## config.mk

```make
export PLATFORM = sky130hd
export DESIGN_NAME = ycbcr2rgb_pipe
export DESIGN_NICKNAME = d
export VERILOG_FILES = /design/src/rtl/ycbcr2rgb_pipe.sv
export SDC_FILE = /design/constraint.sdc
export NUM_CORES = 1
export LEC_CHECK = 0
export CORE_AREA = 2 2 240 242
export DETAILED_ROUTE_END_ITERATION = 7
export DIE_AREA = 0 0 242 244
export PLACE_DENSITY = 0.4
export SLEW_MARGIN = 20
export SYNTH_ARGS = -nofsm -noshare
export SYNTH_HDL_FRONTEND = slang
export SYNTH_SLANG_ARGS = --single-unit
```

## constraint.sdc

```tcl
create_clock -name clk_i -period 20.6 [get_ports clk_i]
set_clock_uncertainty 0.2 [all_clocks]
set_input_delay 4.12 -clock clk_i [delete_from_list [all_inputs] [get_ports clk_i]]
set_output_delay 4.12 -clock clk_i [all_outputs]
set_load 0.02 [all_outputs]
```

## src/rtl/ycbcr2rgb_pipe.sv

```systemverilog
// ycbcr2rgb_pipe: three-stage pipelined full-range BT.601 (JFIF) YCbCr -> RGB
// converter with valid/ready handshaking on both sides and an output pixel counter.
//
// Ports:
//   clk_i        : clock, all state changes on its rising edge
//   rst_ni       : asynchronous active-low reset
//   clear_i      : synchronous flush of the pipeline valid bits and the counter
//   in_valid_i   : input pixel valid
//   in_ready_o   : input pixel accepted this cycle
//   in_data_i    : input pixel {y, cb, cr}
//   out_valid_o  : output pixel valid
//   out_ready_i  : downstream accepts the output pixel
//   out_data_o   : converted pixel {r, g, b}
//   pix_cnt_o    : count of completed output handshakes, wraps

package rgb2ycbcr_package;
    parameter int CHANNEL_WIDTH = 8;

    typedef struct packed {
        logic [CHANNEL_WIDTH-1:0] y;
        logic [CHANNEL_WIDTH-1:0] cb;
        logic [CHANNEL_WIDTH-1:0] cr;
    } ycbcr_struct;

    typedef struct packed {
        logic [CHANNEL_WIDTH-1:0] r;
        logic [CHANNEL_WIDTH-1:0] g;
        logic [CHANNEL_WIDTH-1:0] b;
    } rgb_struct;
endpackage

module ycbcr2rgb_pipe
    import rgb2ycbcr_package::*;
#(
    parameter int CNT_WIDTH = 32
) (
    input  logic                 clk_i,
    input  logic                 rst_ni,
    input  logic                 clear_i,
    input  logic                 in_valid_i,
    output logic                 in_ready_o,
    input  ycbcr_struct          in_data_i,
    output logic                 out_valid_o,
    input  logic                 out_ready_i,
    output rgb_struct            out_data_o,
    output logic [CNT_WIDTH-1:0] pix_cnt_o
);

    localparam int W  = CHANNEL_WIDTH;
    localparam int PW = 24;             // product width, holds 29032*128 signed

    localparam logic signed [PW-1:0]   C_R_CR = 24'sd22970;
    localparam logic signed [PW-1:0]   C_G_CB = -24'sd5638;
    localparam logic signed [PW-1:0]   C_G_CR = -24'sd11700;
    localparam logic signed [PW-1:0]   C_B_CB = 24'sd29032;
    localparam logic signed [PW+1:0]   RND    = 26'sd8192;
    localparam logic signed [PW+1:0]   MAXV   = 26'sd255;

    logic v1, v2, v3;
    logic ld1, ld2, ld3;
    logic in_hs;

    // Each stage loads when empty or when its contents move on downstream.
    assign ld3        = !v3 || out_ready_i;
    assign ld2        = !v2 || ld3;
    assign ld1        = !v1 || ld2;
    assign in_ready_o = ld1 && !clear_i;
    assign in_hs      = in_valid_i && in_ready_o;
    assign out_valid_o = v3;

    // Stage 1: Y and chroma offsets
    logic [W-1:0]      y1;
    logic signed [W:0] dcb1, dcr1;

    always_ff @(posedge clk_i) begin
        if (in_hs) begin
            y1   <= in_data_i.y;
            dcb1 <= $signed({1'b0, in_data_i.cb}) - 9'sd128;
            dcr1 <= $signed({1'b0, in_data_i.cr}) - 9'sd128;
        end
    end

    // Stage 2: products
    logic signed [PW-1:0] dcb_x, dcr_x;
    logic signed [PW-1:0] p_rcr2, p_gcb2, p_gcr2, p_bcb2;
    logic [W-1:0]         y2;

    assign dcb_x = {{(PW-W-1){dcb1[W]}}, dcb1};
    assign dcr_x = {{(PW-W-1){dcr1[W]}}, dcr1};

    always_ff @(posedge clk_i) begin
        if (ld2 && v1) begin
            y2     <= y1;
            p_rcr2 <= dcr_x * C_R_CR;
            p_gcb2 <= dcb_x * C_G_CB;
            p_gcr2 <= dcr_x * C_G_CR;
            p_bcb2 <= dcb_x * C_B_CB;
        end
    end

    // Stage 3 combinational part: round (floor of acc+0.5), add Y, saturate.
    function automatic logic [W-1:0] round_clamp(input logic signed [PW:0] acc,
                                                 input logic [W-1:0]       y);
        logic signed [PW+1:0] t;
        t = $signed({acc[PW], acc});
        t = (t + RND) >>> 14;
        t = t + $signed({{(PW+2-W){1'b0}}, y});
        if (t[PW+1])
            round_clamp = '0;
        else if (t > MAXV)
            round_clamp = '1;
        else
            round_clamp = t[W-1:0];
    endfunction

    logic signed [PW:0] acc_r, acc_g, acc_b;
    rgb_struct          rgb_d;

    always_comb begin
        acc_r   = $signed({p_rcr2[PW-1], p_rcr2});
        acc_g   = $signed({p_gcb2[PW-1], p_gcb2}) + $signed({p_gcr2[PW-1], p_gcr2});
        acc_b   = $signed({p_bcb2[PW-1], p_bcb2});
        rgb_d.r = round_clamp(acc_r, y2);
        rgb_d.g = round_clamp(acc_g, y2);
        rgb_d.b = round_clamp(acc_b, y2);
    end

    // Valid bits, output register and counter; clear overrides any load or count.
    always_ff @(posedge clk_i or negedge rst_ni) begin
        if (!rst_ni) begin
            v1         <= 1'b0;
            v2         <= 1'b0;
            v3         <= 1'b0;
            out_data_o <= '0;
            pix_cnt_o  <= '0;
        end else if (clear_i) begin
            v1         <= 1'b0;
            v2         <= 1'b0;
            v3         <= 1'b0;
            pix_cnt_o  <= '0;
        end else begin
            if (ld1) v1 <= in_valid_i;
            if (ld2) v2 <= v1;
            if (ld3) v3 <= v2;
            if (ld3 && v2) out_data_o <= rgb_d;
            if (v3 && out_ready_i) pix_cnt_o <= pix_cnt_o + CNT_WIDTH'(1);
        end
    end

endmodule

```

* After elaboration in Yosys (flattened, before gate mapping) *
Cells that the tools add are included.

storage, ports and cells
  flip-flop bits (word level) = 181
  bits of input ports = 29
  output and inout port bits = 58
  logic and storage cells = 64

cells by class
  add/sub/neg operators = 10
  multiply operators = 4
  order comparisons = 3
  mux-type cells = 14
  bitwise operators = 1
  reductions and logical operators = 17

operators with widths
  operator                  number
  $mux W32                  2
  $add A24 B15 Y25 const B  2
  $mux W8                   6
  $mul A9 B13 Y22 const B   2
  $add A32 B1 Y32 const B   1
  $add A25 B15 Y26 const B  1
  $add A23 B24 Y25          1
  $add A11 B9 Y12           2
  $gt A12 B9 Y1 const B     2
  $mul A9 B15 Y23 const B   1
  $mul A9 B13 Y21 const B   1
  $sub A8 B8 Y9 const B     2
  $add A12 B9 Y13           1
  $gt A13 B9 Y1 const B     1
  $reduce_bool A2 Y1        4
  $mux W1                   6
  $logic_and A1 B1 Y1       5
  $logic_not A1 Y1          4
  $logic_or A1 B1 Y1        3
  $reduce_and A2 Y1         1
  $not A1 Y1                1

* Logic depth before layout (Yosys ltp) *
  depth after elaboration = 6
  mapped depth = 22
  depth with buffers taken out = 22

* Worst setup path after synthesis *
No wires, ideal clock.

  kind = input to register
  start point = input port out_ready_i
  end point = register p_bcb2[13], enable pin
  setup time = 0.616 ns
  arrival time = 9.517 ns
  data required time = 19.784 ns
  path slack = 10.267 ns
  stages on the path = 2
  buffers on the path = 0
  cells stage by stage = nor2b_1 -> a21boi_0

between the ends
  cells in the longest elaborated chain, start to end = 3

RTL lines
  what                  RTL line  text
  start, declared       44        input logic out_ready_i,
  $logic_or A1 B1 Y1    64        assign ld3 = !v3 || out_ready_i;
  $logic_or A1 B1 Y1    65        assign ld2 = !v2 || ld3;
  $logic_and A1 B1 Y1   92        if (ld2 && v1) begin
  end signal, assigned  97        p_bcb2 <= dcb_x * C_B_CB;
  end, declared         85        logic signed [PW-1:0] p_rcr2, p_gcb2, p_gcr2, p_bcb2;

No other way between the ends.
A chain may end at the register's enable or synchronous reset.

* Worst setup path in the final report *
  start point = input port out_ready_i
  end point = output port in_ready_o

between the ends
  cells in the longest elaborated chain, start to end = 4

RTL lines
  what                 RTL line  text
  $logic_or A1 B1 Y1   64
  $logic_or A1 B1 Y1   65
  $logic_or A1 B1 Y1   66        assign ld1 = !v1 || ld2;
  $logic_and A1 B1 Y1  67        assign in_ready_o = ld1 && !clear_i;
  end, declared        41        output logic in_ready_o,

No other way between the ends.

==> results by stage <==
Critical path:
- The number of buffers and inverters on the critical path is 2.
- The gate family responsible for the most delay along the worst path is buffers and inverters.
- The critical path arrival is 5.68 ns.
- Along the worst path, the maximum fanout reaches 6.
- The most frequent cell on the critical path is sky130_fd_sc_hd__clkdlybuf4s50_1.
- The largest stage delay on the critical path is 0.56 ns.
- Counting cells, the worst reg-to-reg path comes to 18.
- The startpoint kind of the worst setup timing path is an input pin.
- The kind of capture point of the worst setup path is an output port.
- The setup path with the least slack is of type input pin to output port.
- Walking the worst path, the cells encountered are clkdlybuf4s50_1 -> nor2b_1 -> a31oi_1 -> clkdlybuf4s50_1.
- The largest individual stage delay along the critical path comes from the cell sky130_fd_sc_hd__clkdlybuf4s50_1.
- In this run the number of cells on the critical path is 4.
- The launch instance of the worst register-to-register path is dcb1[0].
- The worst setup path startpoint is out_ready_i.
- Data on the critical path is required at its endpoint by 16.28 ns.

Routing:
- The number of iterations in the first detailed-routing pass is 4.
- The average wire length per cell after detail routing is 15.6 um.
- The wire length reported by the detailed router is 36.6 mm.
- The count of routing violations after the opening detailed-route iteration is 414.
- The antenna violation net count after detailed routing is 0.
- The via density per instance is 4.41.
- After detailed routing, the number of remaining DRC violations is 0.
- The number of vias after detailed routing is 10400.

Clocking:
- Counting the buffers created by CTS gives 17.
- The post-cts resize count is 0.
- Clock-pin slew was measured on the worst setup and hold paths at 0.06 ns.
- The tree is rooted in a sky130_fd_sc_hd__clkbuf_16.
- The hold buffer count at CTS is 0.
- For this design, the sink count on the clock tree is 156.
- The total number of H-tree levels is 4.
- The clock latency reported for the late side of the worst-skew pair is 0.48 ns.
- The clock passes through at most 2 buffers.
- After clock tree synthesis, the setup repair step added 0 buffers.
- The CTS tree is done.

Yosys:
- The synthesized area divided by synthesized cell count is 10.6 um^2.
- The total nets after synthesis is 1942.
- The cell area that synthesis handed to floorplanning was 15700 um^2.
- Yosys printed 0 warnings.
- The share of the synthesized area in the top cell type is 24.7%.
- The register bit count reported by yosys is 156.
- Counting flops with a built-in enable in the synthesized netlist gives 97.
- The fraction of the yosys area taken by sequential cells is 27.9%.
- The cell taking the most area after synthesis is sky130_fd_sc_hd__ha_1.
- The distinct cell type count after synthesis is 67.
- The most used flip-flop cell after synthesis is sky130_fd_sc_hd__edfxtp_1.
- For this run, asynchronously set or reset flops after synthesis account for 37.8%.
- The cell count after synthesis is 1481.
- By area the synthesized netlist is led by sky130_fd_sc_hd__ha_1 (25%), sky130_fd_sc_hd__edfxtp_1 (19%), sky130_fd_sc_hd__fa_1 (16%).

Power and ir drop:
- IR analysis of the VDD net gives a maximum drop of 0.0926 mV.
- The leakage dissipation is 8.39 nW.
- Total power for the finished layout comes to 2.90 mW.
- The power per standard cell area is 160 nW/um^2.

Worst hold path:
- The start point of the worst min-delay path is y1[7].
- The worst hold path depth is 0.
- The tightest min-delay check is of the flop to flop type.

STA:
- The setup TNS is 0 ns.
- Setup violations remaining at the end of the flow were counted as 0.
- The final critical-path share of the clock period is 48.6%.
- At the pin with the least slew margin, the transition time is 0.934 ns.
- The worst path in the final design needs a cycle of 10.00 ns, including I/O delays and setup.
- The count of final hold-check violations is 0.
- The relative max-transition margin is 37.7%.
- The highest attainable clock frequency is 100 MHz.
- The number of slew-limit violations in the final report came to 0.
- Setup repair after global routing left no endpoint under its margin.

Layout:
- The final-stage net count is 2042.
- The number of diodes added for antenna fixing is 0.
- Of the cells placed in the final design, the portion with a size suffix greater than 1 is 3.83%.
- Measured on the finished design, the core utilization comes to 32.2%.
- Relative to the synthesized area, the layout overhead comes to 15.2%.
- The number of fill cells in the layout is 5820.

Global routing:
- The number of antenna violations at the first check in global routing is 0.
- The sum of overflow across all layers after global routing is 0.
- The number of global-route vias before repair came to 10900.
- The pin count of the biggest net entering global routing is 69.
- In the global route stage, overall resource usage came out at 13.0%.
- The first global-routing pass estimated 59.6 mm of wire.

Place:
- In this run the tool buffered the top-level ports with 86 buffer cells.
- The final estimated routing congestion in global placement is 0.818.
- The post-detailed-placement half-perimeter wirelength is 29.9 mm.

Run:
- Max-cap violations in this run came to 0.

Die:
- The floorplan die height is 244 um.
- The die is 242 um wide.
- The die covers 59000 um^2.
- The number of top-level design ports is 87.
- Row generation in the floorplan step produced 87 rows.
- For this configuration, the core starts out at a cell density of 28.0%.
- The area of the core is 56200 um^2.

Outcome:
- The run finished with clean final reports.
cell usage in the layout (no fill, tap or decap), drive strengths merged, types with 4 or more instances in the layout:
cell type	instances
or2	9
nand3	32
clkbuf	18
o21a	7
o21bai	11
a221o	7
nand2	66
nand4	16
and2	9
nand2b	7
fa	122
and3	12
nor2b	13
a211oi	7
or3	9
ha	310
a21boi	4
edfxtp	97
o31ai	6
o2111ai	4
a21oi	60
o211ai	5
a21o	21
xnor2	89
o21ai	45
clkdlybuf4s50	85
nor2	82
inv	249
xor2	47
dfrtp	59
buf	6
nor3	27
sequential cells by signal, summed over array words and instances, names as in the netlist:
signal / count
dcb1: 8
v1: 1
out_data_o: 24
p_rcr2: 11
p_gcb2: 18
p_gcr2: 22
p_bcb2: 14
pix_cnt_o: 32
y2: 8
y1: 8
v2: 1
dcr1: 8
out_valid_o: 1
layer usage:
layer | GRT usage (%) | vias to the layer above | share of wire [%] | routed length [um]
met2 | 21.5 | 95 | 47 | 17100
met3 | 2.35 | 23 | 2.3 | 847
li1 | - | 5274 | - | -
met4 | 3.70 | 0 | 1.2 | 456
met5 | 0 | - | 0 | 0
met1 | 17.5 | 4969 | 50 | 18200
kinds of logic after synthesis:
family	share of synthesized area, %
xor+xnor	7.58
simple gates	9.16
fa+ha+maj	40.2
compound gates	8.79
mux	0.271
buf+inv	6.00
flops	27.9
per-stage QoR:
stage               cell area, um^2  instances  setup slack (ns)  hold slack, ns
floorplan                     15700       1481             10.27           0.200
global placement              17500       2318             10.59           0.205
detailed placement            17500       2318             10.59           0.205
CTS                           18100       2350             10.59           0.226
global route                  18100       2350             10.53           0.240
finish                        18100       2350             10.60           0.223
report_power, final:
| part | switching [mW] | total, mW | internal [mW] | leakage, nW |
|---|---|---|---|---|
| sequential | 0.0514 | 0.538 | 0.487 | 1.70 |
| combinational | 1.12 | 2.04 | 0.916 | 6.42 |
| clock | 0.155 | 0.326 | 0.171 | 0.276 |
area by class of cell:
| type | count | area [um^2] | area share (%) |
|---|---|---|---|
| clock inverter | 14 | 150 | 0.830 |
| clock buffer | 18 | 429 | 2.37 |
| multi-input combinational | 1074 | 10400 | 57.4 |
| inverter | 241 | 905 | 5.00 |
| tap | 756 | 946 | 5.23 |
| sequential | 156 | 4390 | 24.2 |
| timing repair buffer | 91 | 893 | 4.94 |
final timing paths:
path	endpoint	slack, ns
hold reg to reg	y2[7]	0.22
max in group asynchronous	pix_cnt_o[19]	16.08
min in group asynchronous	out_data_o[6]	3.60
setup reg to reg	p_gcb2[21]	14.32
setup / recovery	in_ready_o	10.60
hold / removal	y2[7]	0.22
cells in the mapped netlist (all sizes together), types with 9 or more instances:
cell / count
a21o: 21
a21oi: 60
and2: 9
and3: 12
clkbuf: 10
dfrtp: 59
edfxtp: 97
fa: 122
ha: 310
inv: 241
nand2: 66
nand3: 32
nand4: 16
nor2: 82
nor2b: 13
nor3: 27
o21ai: 45
o21bai: 11
or2: 9
or3: 9
xnor2: 89
xor2: 47
No activity file was read; power rests on OpenSTA's default activity.
